`src/rtl/rom_dump_sequencer.sv`:
```
// ---------------------------------------------------------------------------
// rom_dump_sequencer
//
// Walks a parallel ROM (e.g. a 3601 PROM in a test socket) from address 0 up
// to LAST_ADDRESS. For each address it:
//   1. Drives the address and waits SETTLE_CYCLES clocks for access time.
//   2. Captures the data lines.
//   3. Offers the captured word to a downstream consumer with a
//      valid/ready handshake.
// A running 16-bit checksum of every captured word is kept for the host.
//
// Ports
//   clk            : clock, all logic on the rising edge
//   reset_n        : synchronous, active-low reset
//   start          : begin a dump (only looked at while idle)
//   abort          : cancel the dump from any state
//   chip_data_in   : data lines from the ROM socket
//   chip_address   : address driven to the ROM
//   chip_operation : V1..V4 socket supply control (bit0 = V1 ... bit3 = V4)
//   out_data       : captured word
//   out_address    : address that out_data was read from
//   out_valid      : out_data/out_address are being offered
//   out_ready      : downstream accepts the offered word
//   busy           : high whenever a dump is in progress
//   done           : one-cycle pulse when the last word has been accepted
//   checksum       : modulo-2^16 sum of all words captured since start
// ---------------------------------------------------------------------------
module rom_dump_sequencer #(
   parameter int DATA_WIDTH    = 8,
   parameter int ADDRESS_WIDTH = 9,
   parameter int LAST_ADDRESS  = 511,
   parameter int SETTLE_CYCLES = 4
) (
   input  logic                     clk,
   input  logic                     reset_n,
   input  logic                     start,
   input  logic                     abort,
   input  logic [DATA_WIDTH-1:0]    chip_data_in,
   output logic [ADDRESS_WIDTH-1:0] chip_address,
   output logic [3:0]               chip_operation,
   output logic [DATA_WIDTH-1:0]    out_data,
   output logic [ADDRESS_WIDTH-1:0] out_address,
   output logic                     out_valid,
   input  logic                     out_ready,
   output logic                     busy,
   output logic                     done,
   output logic [15:0]              checksum
);

   typedef enum logic [2:0] {
      IDLE,
      SETTLE,
      CAPTURE,
      SEND,
      FINISH
   } state_t;

   // Supply pattern that powers the ROM for a read; all rails off otherwise.
   localparam logic [3:0]               READ_OPERATION = 4'b1100;
   localparam logic [ADDRESS_WIDTH-1:0] LAST_ADDR      = ADDRESS_WIDTH'(LAST_ADDRESS);
   localparam logic [7:0]               SETTLE_LAST    = 8'(SETTLE_CYCLES - 1);

   state_t                     state;
   state_t                     state_next;
   logic [7:0]                 settle_count;
   logic [7:0]                 settle_count_next;
   logic [ADDRESS_WIDTH-1:0]   address_next;
   logic [DATA_WIDTH-1:0]      out_data_next;
   logic [ADDRESS_WIDTH-1:0]   out_address_next;
   logic [15:0]                checksum_next;

   // State and datapath registers. Reset clears everything; otherwise every
   // register simply takes the value chosen by the combinational block below,
   // so all hold/update decisions live in one place.
   always_ff @(posedge clk) begin
      if (!reset_n) begin
         state        <= IDLE;
         settle_count <= '0;
         chip_address <= '0;
         out_data     <= '0;
         out_address  <= '0;
         checksum     <= '0;
      end else begin
         state        <= state_next;
         settle_count <= settle_count_next;
         chip_address <= address_next;
         out_data     <= out_data_next;
         out_address  <= out_address_next;
         checksum     <= checksum_next;
      end
   end

   // Next-state and output decode. Status outputs (chip_operation, out_valid,
   // busy, done) depend only on the current state, so abort and reset reach
   // them through the state register. Abort is checked ahead of the normal
   // transitions so it beats both start and a SEND handshake; on abort the
   // datapath simply holds, since the next start reinitialises it anyway.
   always_comb begin
      state_next        = state;
      settle_count_next = settle_count;
      address_next      = chip_address;
      out_data_next     = out_data;
      out_address_next  = out_address;
      checksum_next     = checksum;
      chip_operation    = 4'b0000;
      out_valid         = 1'b0;
      busy              = 1'b1;
      done              = 1'b0;

      case (state)
         IDLE:    busy = 1'b0;
         SETTLE:  chip_operation = READ_OPERATION;
         CAPTURE: chip_operation = READ_OPERATION;
         SEND: begin
            chip_operation = READ_OPERATION;
            out_valid      = 1'b1;
         end
         FINISH:  done = 1'b1;
         default: busy = 1'b1;
      endcase

      if (abort) begin
         state_next = IDLE;
      end else begin
         case (state)
            IDLE: begin
               if (start) begin
                  state_next        = SETTLE;
                  address_next      = '0;
                  checksum_next     = '0;
                  settle_count_next = '0;
               end
            end
            SETTLE: begin
               // The counter starts at zero on entry, so reaching
               // SETTLE_CYCLES-1 means this is the last settle cycle.
               if (settle_count == SETTLE_LAST) begin
                  state_next = CAPTURE;
               end else begin
                  settle_count_next = settle_count + 8'd1;
               end
            end
            CAPTURE: begin
               out_data_next    = chip_data_in;
               out_address_next = chip_address;
               checksum_next    = checksum + 16'(chip_data_in);
               state_next       = SEND;
            end
            SEND: begin
               if (out_ready) begin
                  // The final address is left on the bus rather than wrapped
                  // so the ROM is never touched outside the dump range.
                  if (chip_address == LAST_ADDR) begin
                     state_next = FINISH;
                  end else begin
                     address_next      = chip_address + ADDRESS_WIDTH'(1);
                     settle_count_next = '0;
                     state_next        = SETTLE;
                  end
               end
            end
            FINISH:  state_next = IDLE;
            default: state_next = IDLE;
         endcase
      end
   end

endmodule
```
`config.mk`:
```
export PLATFORM = sky130hd
export DESIGN_NAME = rom_dump_sequencer
export DESIGN_NICKNAME = d
export VERILOG_FILES = /design/src/rtl/rom_dump_sequencer.sv
export SDC_FILE = /design/constraint.sdc
export NUM_CORES = 1
export LEC_CHECK = 0
export CORE_ASPECT_RATIO = 1.5
export CORE_UTILIZATION = 28
export CTS_BUF_LIST = sky130_fd_sc_hd__clkbuf_4
export CTS_CLUSTER_SIZE = 25
export DETAILED_ROUTE_END_ITERATION = 16
export GPL_TIMING_DRIVEN = 0
export PLACE_DENSITY = 0.49
export SYNTH_ARGS = -nofsm -noshare
export SYNTH_HDL_FRONTEND = slang
export SYNTH_SLANG_ARGS = --single-unit
export TNS_END_PERCENT = 5
```
`constraint.sdc`:
```
create_clock -name clk -period 2.8 [get_ports clk]
set_input_delay 0.42 -clock clk [delete_from_list [all_inputs] [get_ports clk]]
set_output_delay 0.42 -clock clk [all_outputs]
set_load 0.01 [all_outputs]
```
After elaboration in Yosys (flattened, before gate mapping)
Index checks and enable logic that the tools add are counted.

Logic and storage cells: 53. Bits of input ports: 13. Output and inout bits: 49. Register bits after elaboration: 53.

Add/subtract/negate cells: 3. Multiplexer cells: 20. Bitwise gates (word level): 2. Reduce and logical (&&, ||, !) cells: 11. Equality and inequality tests: 11.

Operators by type and width (number): $mux 8 (4); $pmux 16 s2 (1); $mux 9 (3); $pmux 8 s3 (1); $pmux 9 s2 (1); $add 16x8->16 (1); $mux 16 (1); $mux 3 (4); $pmux 3 s4 (1); $ne 2x2->1 const B (5); $add 9x1->9 const B (1); $eq 9x9->1 const B (1); $add 8x1->8 const B (1); $eq 8x2->1 const B (1); $eq 3x2->1 const B (2); $reduce_and 3->1 (2); $reduce_and 6->1 (1); $reduce_and 5->1 (1); $mux 4 (1); $reduce_bool 2->1 (2); $eq 3x1->1 const B (1); $eq 3x3->1 const B (1); $logic_not 3->1 (1); $mux 1 (3); other kinds (5) (6).

Logic depth before layout (Yosys ltp)
Gate-level depths: netlist of the first run.

Depth after elaboration: 4. Gate-level depth with buffers: 9. Mapped depth without buffers: 9.

Worst setup path after synthesis of the first run
OpenSTA, ideal clock, no wires.

Path kind: input to register. From: in chip_data_in[0]. To: reg checksum[10]. Data arrival time: 2.070 ns. Path slack: 0.671 ns. Buffers on the path: 0. Stages: 8. Data required time: 2.741 ns. Library setup time: 0.059 ns. Cell sequence: ha_1 > inv_1 > fa_1 > and2b_1 > o2111ai_1 > a31o_1 > or4_1 > nand2_1.

Cells in the longest elaborated chain, start to end: 2.

RTL lines: from (decl) (RTL line 38) `input logic [DATA_WIDTH-1:0] chip_data_in,`; $add 16x8->16 (RTL line 146) `checksum_next = checksum + 16'(chip_data_in);`; $pmux 16 s2 (RTL line 125) `case (state)`; to (signal assigned) (RTL line 89) `checksum <= checksum_next;`; to (decl) (RTL line 47) `output logic [15:0] checksum`.

No other way between the ends. A chain may end at the register's enable or synchronous reset.

Worst setup path after layout of the first run
Ends and elaborated chain as after synthesis.

==> results of run 1 <==
[worst max-delay path, delay by kind of cell]
kind,cells,cell delay [ns]
adder cells (fa/ha/maj),2,0.55
AND/OR/NAND/NOR,3,0.82
buffers and inverters,2,0.56
AO/OA/AOI/OAI,2,0.44
[metrics by stage]
stage	setup TNS (ns)	cells	power [µW]
6_report	0	501	1240
5_1_grt	0	501	1310
4_1_cts	0	501	1270
3_5_place_dp	-0.0415	493	883
3_3_place_gp	-0.00771	493	882
2_1_floorplan	0	322	836
[worst paths after layout]
kind / from / endpoint / slack [ns] / depth (start not counted)
max: chip_data_in[0] / checksum[10]$_SDFFE_PN0P_ / 0.36 / 9
min: out_address[8]$_SDFFE_PN0P_ / out_address[8]$_SDFFE_PN0P_ / 0.47 / 2
max reg2reg: checksum[0]$_SDFFE_PN0P_ / checksum[10]$_SDFFE_PN0P_ / 0.49 / 8
min reg2reg: out_address[8]$_SDFFE_PN0P_ / out_address[8]$_SDFFE_PN0P_ / 0.47 / 2
[flip-flops by register name, summed over array words and instances, names as in the netlist]
name and count:
settle_count 8, out_address 9, checksum 16, out_data 8, chip_address 9, state 3
[cells by family (layout without fill, tap and decap cells)]
family | after synthesis | count (layout) | share of synthesized area (%)
other | 1 | 2 | 0.138
adders and majority gates | 12 | 12 | 5.80
xor gates and xnor gates | 20 | 20 | 6.44
AOI/OAI and AO/OA | 61 | 61 | 15.8
and+or+nand+nor | 154 | 154 | 28.6
buffers and inverters | 19 | 86 | 3.86
DFF | 53 | 53 | 39.0
muxes | 1 | 1 | 0.368
[cell type report]
class | instances | area, µm² | area share, %
plain buffers | 15 | 90.1 | 2.56
clock buffers | 5 | 37.5 | 1.07
clock inverters | 3 | 25.0 | 0.711
inverters | 4 | 15.0 | 0.427
multi-input cells | 250 | 1560 | 44.3
flip-flops and latches | 53 | 1060 | 30.2
well taps | 112 | 140 | 3.98
repair buffers | 59 | 591 | 16.8
[metal layers]
layer / vias up / share of wire (%) / track usage (%)
met3: 5 / 3.6 / 2.45
met1: 1125 / 44 / 18.4
li1: 1260 / - / -
met5: - / 0 / 0
met2: 44 / 51 / 25.7
met4: 0 / 1.4 / 4.93
[power groups by stage]
stage,sequential (µW),clock (µW),combinational (µW)
after global placement,776,0,107
after floorplan,775,0,60.8
after detailed placement,776,0,107
after global routing,762,433,117
final,760,376,106
after CTS,760,406,108
[cell usage in the layout, fill, tap and decap left out, drive strengths merged, types with 3 or more instances in the layout]
master	instances
clkdlybuf4s50	59
or3	8
a22oi	3
buf	11
clkbuf	9
or2	3
nor2b	9
nand2	55
and3	3
dfxtp	53
o21ai	10
nand4	4
nor2	28
xor2	13
inv	6
o211ai	5
xnor2	7
ha	11
nor3	5
a21boi	18
a21oi	12
nand3	17
nor4b	3
nor4	7
==> flow_metrics.env, run 1 <==
export IMPL_run_status="finished, final reports clean"
export IMPL_synth_top_cell_by_area="dfxtp_1"
export IMPL_synth_cell_types=52
export IMPL_syn2layout_area_growth_pct=29.3
export IMPL_crit_arrival_ns=2.78
export IMPL_synth_largest_type_area_fraction_pct=39.0
export IMPL_synth_edf_count=0
export IMPL_critPathMaxStageDelay_ns=0.51
export IMPL_combPwrFrac_pct=8.6
export IMPL_power_frac_seq_pct=61.2
export IMPL_finished_cell_area_mm2=0.00352
export IMPL_ys_dominant_reg_cell="dfxtp_1"
export IMPL_cts_setup_buffers=0
export IMPL_viasPerCell=4.86
export IMPL_final_critical_path_setup_slack_ns=0.363
export IMPL_power_leakage_uw=0.00122
export IMPL_largest_net_degree_at_the_start_of_global_routing=19
export IMPL_slew_headroom_pct=59.2
export IMPL_final_hold_viol_count=0
export IMPL_clock_tree_buffer_depth=2
export IMPL_yosys_warnings=0
export IMPL_fin_skew_ns=0.00410
export IMPL_detail_route_iter0_violations=99
export IMPL_power_per_cell_area_mw_per_mm2=353
export IMPL_placedInstanceArea_mm2=0.00345
export IMPL_timing_critical_path_to_type="register"
export IMPL_place_gp_congestion=0.810
export IMPL_row_count=43
export IMPL_top_level_ports=62
export IMPL_postSynthRegisterBits=53
export IMPL_async_flop_share_pct=0
export IMPL_grt_pass1_vias=2324
export IMPL_grt_remaining_overflow=0
export IMPL_power_frac_clock_pct=30.3
export IMPL_cts_reportedPaths_clkPinSlew_ns=0.16
export IMPL_drtAntennaViolNets=0
export IMPL_crit_fanout=8
export IMPL_timing_setup_critical_path_class="in -> reg"
export IMPL_finish_net_count=413
export IMPL_drive_gt1_share_pct=7.20
export IMPL_netlist_top_cells_count="55 x nand2_1, 53 x dfxtp_1, 26 x nor2_1, 17 x nand3_1, 13 x xor2_1"
export IMPL_tightest_slew_ns=0.607
export IMPL_num_vias=2434
export IMPL_synth_top_cells_by_area="dfxtp_1 39%, nand2_1 7.6%, ha_1 5.1%"
export IMPL_cts_tree="yes"
export IMPL_crit_slowest_cell="clkdlybuf4s50_1"
export IMPL_report_final_setup_viol=0
export IMPL_first_pass_grt_wire_length_um=11500
export IMPL_die_area_mm2=0.0101
export IMPL_syn_instance_count=321
export IMPL_post_cts_sizing=0
export IMPL_cts_htree_levels=2
export IMPL_part_of_the_cycle_the_worst_path_needs_pct=87.0
export IMPL_drt_pass1_iterations=4
export IMPL_achievable_frequency_mhz=410
export IMPL_cp_data_required_time_ns=3.15
export IMPL_grt_setup_unrepaired="false"
export IMPL_hpwl_um=5430
export IMPL_die_height_um=123
export IMPL_clkSinkCount=53
export IMPL_vdd_ir_drop_max_mv=0.180
export IMPL_gr_usage_all_layers_pct=14.9
export IMPL_core_area_mm2=0.00936
export IMPL_final_core_util_pct=37.6
export IMPL_n_antenna_cell=0
export IMPL_cts_root_buffer="clkbuf_4"
export IMPL_drv_max_cap_violation_count=0
export IMPL_place_ws_ns=-0.0415
export IMPL_crit_chain="clkdlybuf4s50_1 -> ha_1 -> inv_1 -> fa_1 -> and2b_1 -> o2111ai_1 -> a31o_1 -> or4_1 -> nand2_1"
export IMPL_hold_worst_slack_ns=0.466
export IMPL_antenna_found_initial=0
export IMPL_initial_core_util_pct=29.1
export IMPL_worstSetupStartpointType="input pin"
export IMPL_netSwitchingFraction_pct=26.8
export IMPL_yosysMostFrequentCell="nand2_1"
export IMPL_p_int_uw=909
export IMPL_synthesis_area_per_instance_um2=8.47
export IMPL_io_buffer_count=59
export IMPL_route_detailed_drc=0
export IMPL_cts_hold_buf=0
export IMPL_totalWireLength_um=6980
export IMPL_die_width_um=82.5
export IMPL_period_minus_slack_ns=2.44
export IMPL_drt_wirelength_per_cell_um=13.9
export IMPL_hp_class="reg -> reg"
export IMPL_power_dissipated_by_switching_net_loads_uw=333
export IMPL_synthesis_area_mm2=0.00272
export IMPL_tritoncts_num_buffers=5
export IMPL_yosysSeqAreaShare_pct=39.0
export IMPL_max_slew_violation_count=0
export IMPL_final_fill_count=1014
export IMPL_clk_insertion_delay_late_ns=0.39
(Power assumes the default switching activity.)
==> run 2, diff against run 1 <==
--- a/config.mk
+++ b/config.mk
@@ -11,6 +11,7 @@
 export CTS_CLUSTER_SIZE = 25
 export DETAILED_ROUTE_END_ITERATION = 16
 export GPL_TIMING_DRIVEN = 0
+export HOLD_SLACK_MARGIN = 0.06
 export PLACE_DENSITY = 0.49
 export SYNTH_ARGS = -nofsm -noshare
 export SYNTH_HDL_FRONTEND = slang
==> constraint.sdc (replaced) <==
create_clock -name clk -period 2.29 [get_ports clk]
set_input_delay 0.3435 -clock clk [delete_from_list [all_inputs] [get_ports clk]]
set_output_delay 0.3435 -clock clk [all_outputs]
set_load 0.01 [all_outputs]
==> run 2 against run 1 <==
Against the previous run:
- die area stayed put
- via count grew 0.29%
- critical path depth shrank 1
- clock power up 22%
- global-route usage barely moved
- worst hold slack worse by 0.20 ns
- non-clock buffer count rose by 1
- critical endpoint unchanged
- highest routed layer unchanged
==> flow_metrics.env, run 2 (synthesized netlist as in run 1, its figures left out) <==
export IMPL_tightest_slew_ns=0.581
export IMPL_cts_htree_levels=2
export IMPL_most_flop_heavy_register="checksum"
export IMPL_multiInputGateArea_mm2=0.00158
export IMPL_achievable_frequency_mhz=442
export IMPL_crit_arrival_ns=2.61
export IMPL_gr_usage_all_layers_pct=14.9
export IMPL_power_leakage_uw=0.00124
export IMPL_final_common_cell="clkdlybuf4s50_1"
export IMPL_final_fill_count=1009
export IMPL_timing_setup_critical_path_class="in -> reg"
export IMPL_cts_hold_buf=0
export IMPL_max_slew_violation_count=0
export IMPL_tritoncts_num_buffers=5
export IMPL_num_vias=2441
export IMPL_final_hold_viol_count=0
export IMPL_report_final_setup_viol=0
export IMPL_place_ws_ns=-0.475
export IMPL_slew_headroom_pct=60.9
export IMPL_grt_setup_unrepaired="true"
export IMPL_grt_remaining_overflow=0
export IMPL_die_width_um=82.5
export IMPL_clock_tree_buffer_depth=2
export IMPL_drtAntennaViolNets=0
export IMPL_hpwl_um=5430
export IMPL_fin_skew_ns=0.00337
export IMPL_timing_critical_path_to_type="register"
export IMPL_die_area_mm2=0.0101
export IMPL_viasPerCell=4.86
export IMPL_final_instance_count_excl_fill=502
export IMPL_part_of_the_cycle_the_worst_path_needs_pct=98.8
export IMPL_worstSetupStartpointType="input pin"
export IMPL_totalWireLength_um=6970
export IMPL_core_area_mm2=0.00936
export IMPL_cp_data_required_time_ns=2.64
export IMPL_hp_class="in -> reg"
export IMPL_drive_gt1_share_pct=10.5
export IMPL_first_pass_grt_wire_length_um=11500
export IMPL_largest_net_degree_at_the_start_of_global_routing=19
export IMPL_crit_fanout=8
export IMPL_antenna_found_initial=0
export IMPL_route_detailed_drc=0
export IMPL_cts_reportedPaths_clkPinSlew_ns=0.16
export IMPL_layout_area_seq_mm2=0.00107
export IMPL_io_buffer_count=59
export IMPL_finish_net_count=414
export IMPL_clk_insertion_delay_late_ns=0.39
export IMPL_run_status="finished, final reports clean"
export IMPL_largest_reg_flops=16
export IMPL_hold_path_depth=3
export IMPL_clkSinkCount=53
export IMPL_final_critical_path_setup_slack_ns=0.0268
export IMPL_row_count=43
export IMPL_commonest_cells_after_routing_fill_and_taps_aside="58 x clkdlybuf4s50_1, 54 x nand2_1, 47 x dfxtp_1"
export IMPL_drt_pass1_iterations=4
export IMPL_cts_tree="yes"
export IMPL_die_height_um=123
export IMPL_r2r_worst_path_cells=8
export IMPL_placed_cells_incl_taps=493
export IMPL_total_negative_slack_for_setup_checks_ns=0
export IMPL_drv_max_cap_violation_count=0
export IMPL_grt_pass1_vias=2335
export IMPL_place_gp_congestion=0.810
export IMPL_n_antenna_cell=0
export IMPL_detail_route_iter0_violations=105
export IMPL_cts_root_buffer="clkbuf_4"
export IMPL_vdd_ir_drop_max_mv=0.219
export IMPL_drt_wirelength_per_cell_um=13.9
export IMPL_initial_core_util_pct=29.1
export IMPL_top_level_ports=62
export IMPL_period_minus_slack_ns=2.26
export IMPL_syn2layout_area_growth_pct=31.0
export IMPL_biggestRegsByFlops="checksum x16, chip_address x9, out_address x9"
export IMPL_power_per_cell_area_mw_per_mm2=426
[run 2: critical path: stages]
cell	delay (ns)
clkdlybuf4s50_1	0.53
inv_1	0.08
fa_1	0.43
and2b_2	0.25
o2111ai_2	0.13
a31o_4	0.30
or4_4	0.48
nand2_1	0.08
[run 2: layout make-up]
class,instances,share of cell area (%)
Multi-Input combinational cell,250,44.4
Sequential cell,53,30.0
Timing Repair Buffer,60,16.9
Tap cell,112,3.93
Buffer,15,2.60
Clock buffer,5,1.05
Clock inverter,3,0.702
Inverter,4,0.421
[run 2: through the flow]
step / util [%] / power, µW / hold slack [ns] / area, µm²
2_1_floorplan: - / 1020 / 0.474 / 2720
4_1_cts: 37.6 / 1560 / 0.472 / 3520
3_5_place_dp: 36.9 / 1080 / 0.451 / 3450
5_1_grt: 38.1 / 1610 / 0.280 / 3560
6_report: 38.1 / 1520 / 0.261 / 3560
3_3_place_gp: 36.9 / 1080 / 0.450 / 3450
[run 2: path summary, 6_finish.rpt]
check / start / to / slack, ns
max reg2reg: checksum[0]$_SDFFE_PN0P_ / checksum[10]$_SDFFE_PN0P_ / 0.05
min: chip_data_in[0] / out_data[0]$_SDFFE_PN0P_ / 0.26
min reg2reg: out_address[8]$_SDFFE_PN0P_ / out_address[8]$_SDFFE_PN0P_ / 0.47
max: chip_data_in[1] / checksum[10]$_SDFFE_PN0P_ / 0.03
[run 2: layer usage]
| layer | track usage (%) | vias up | part of all wire (%) |
|---|---|---|---|
| met5 | 0 | - | 0 |
| met4 | 4.93 | 0 | 1.4 |
| met3 | 2.45 | 5 | 3.8 |
| met2 | 25.8 | 43 | 51 |
| met1 | 18.4 | 1134 | 44 |
| li1 | - | 1259 | - |
[run 2: power breakdown]
part	switching, µW	internal [µW]	total (µW)
clock	330	128	458
combinational	73.3	57.4	131
sequential	3.45	926	929
[run 2: repair_timing]
action / 4_1_cts / 5_1_grt
buffers inserted: 0 / 1
endpoints found under the hold margin: 0 / 0
endpoints found under the setup margin: 2 / 14
resized for setup: 2 / 13
pin swaps: 0 / 1
==> run 3, diff against run 2 <==
--- a/config.mk
+++ b/config.mk
@@ -13,6 +13,7 @@
 export GPL_TIMING_DRIVEN = 0
 export HOLD_SLACK_MARGIN = 0.06
 export PLACE_DENSITY = 0.49
+export SLEW_MARGIN = 30
 export SYNTH_ARGS = -nofsm -noshare
 export SYNTH_HDL_FRONTEND = slang
 export SYNTH_SLANG_ARGS = --single-unit
==> results of run 3 <==
No change in the layout: final DEF, timing and power equal those of run 2.
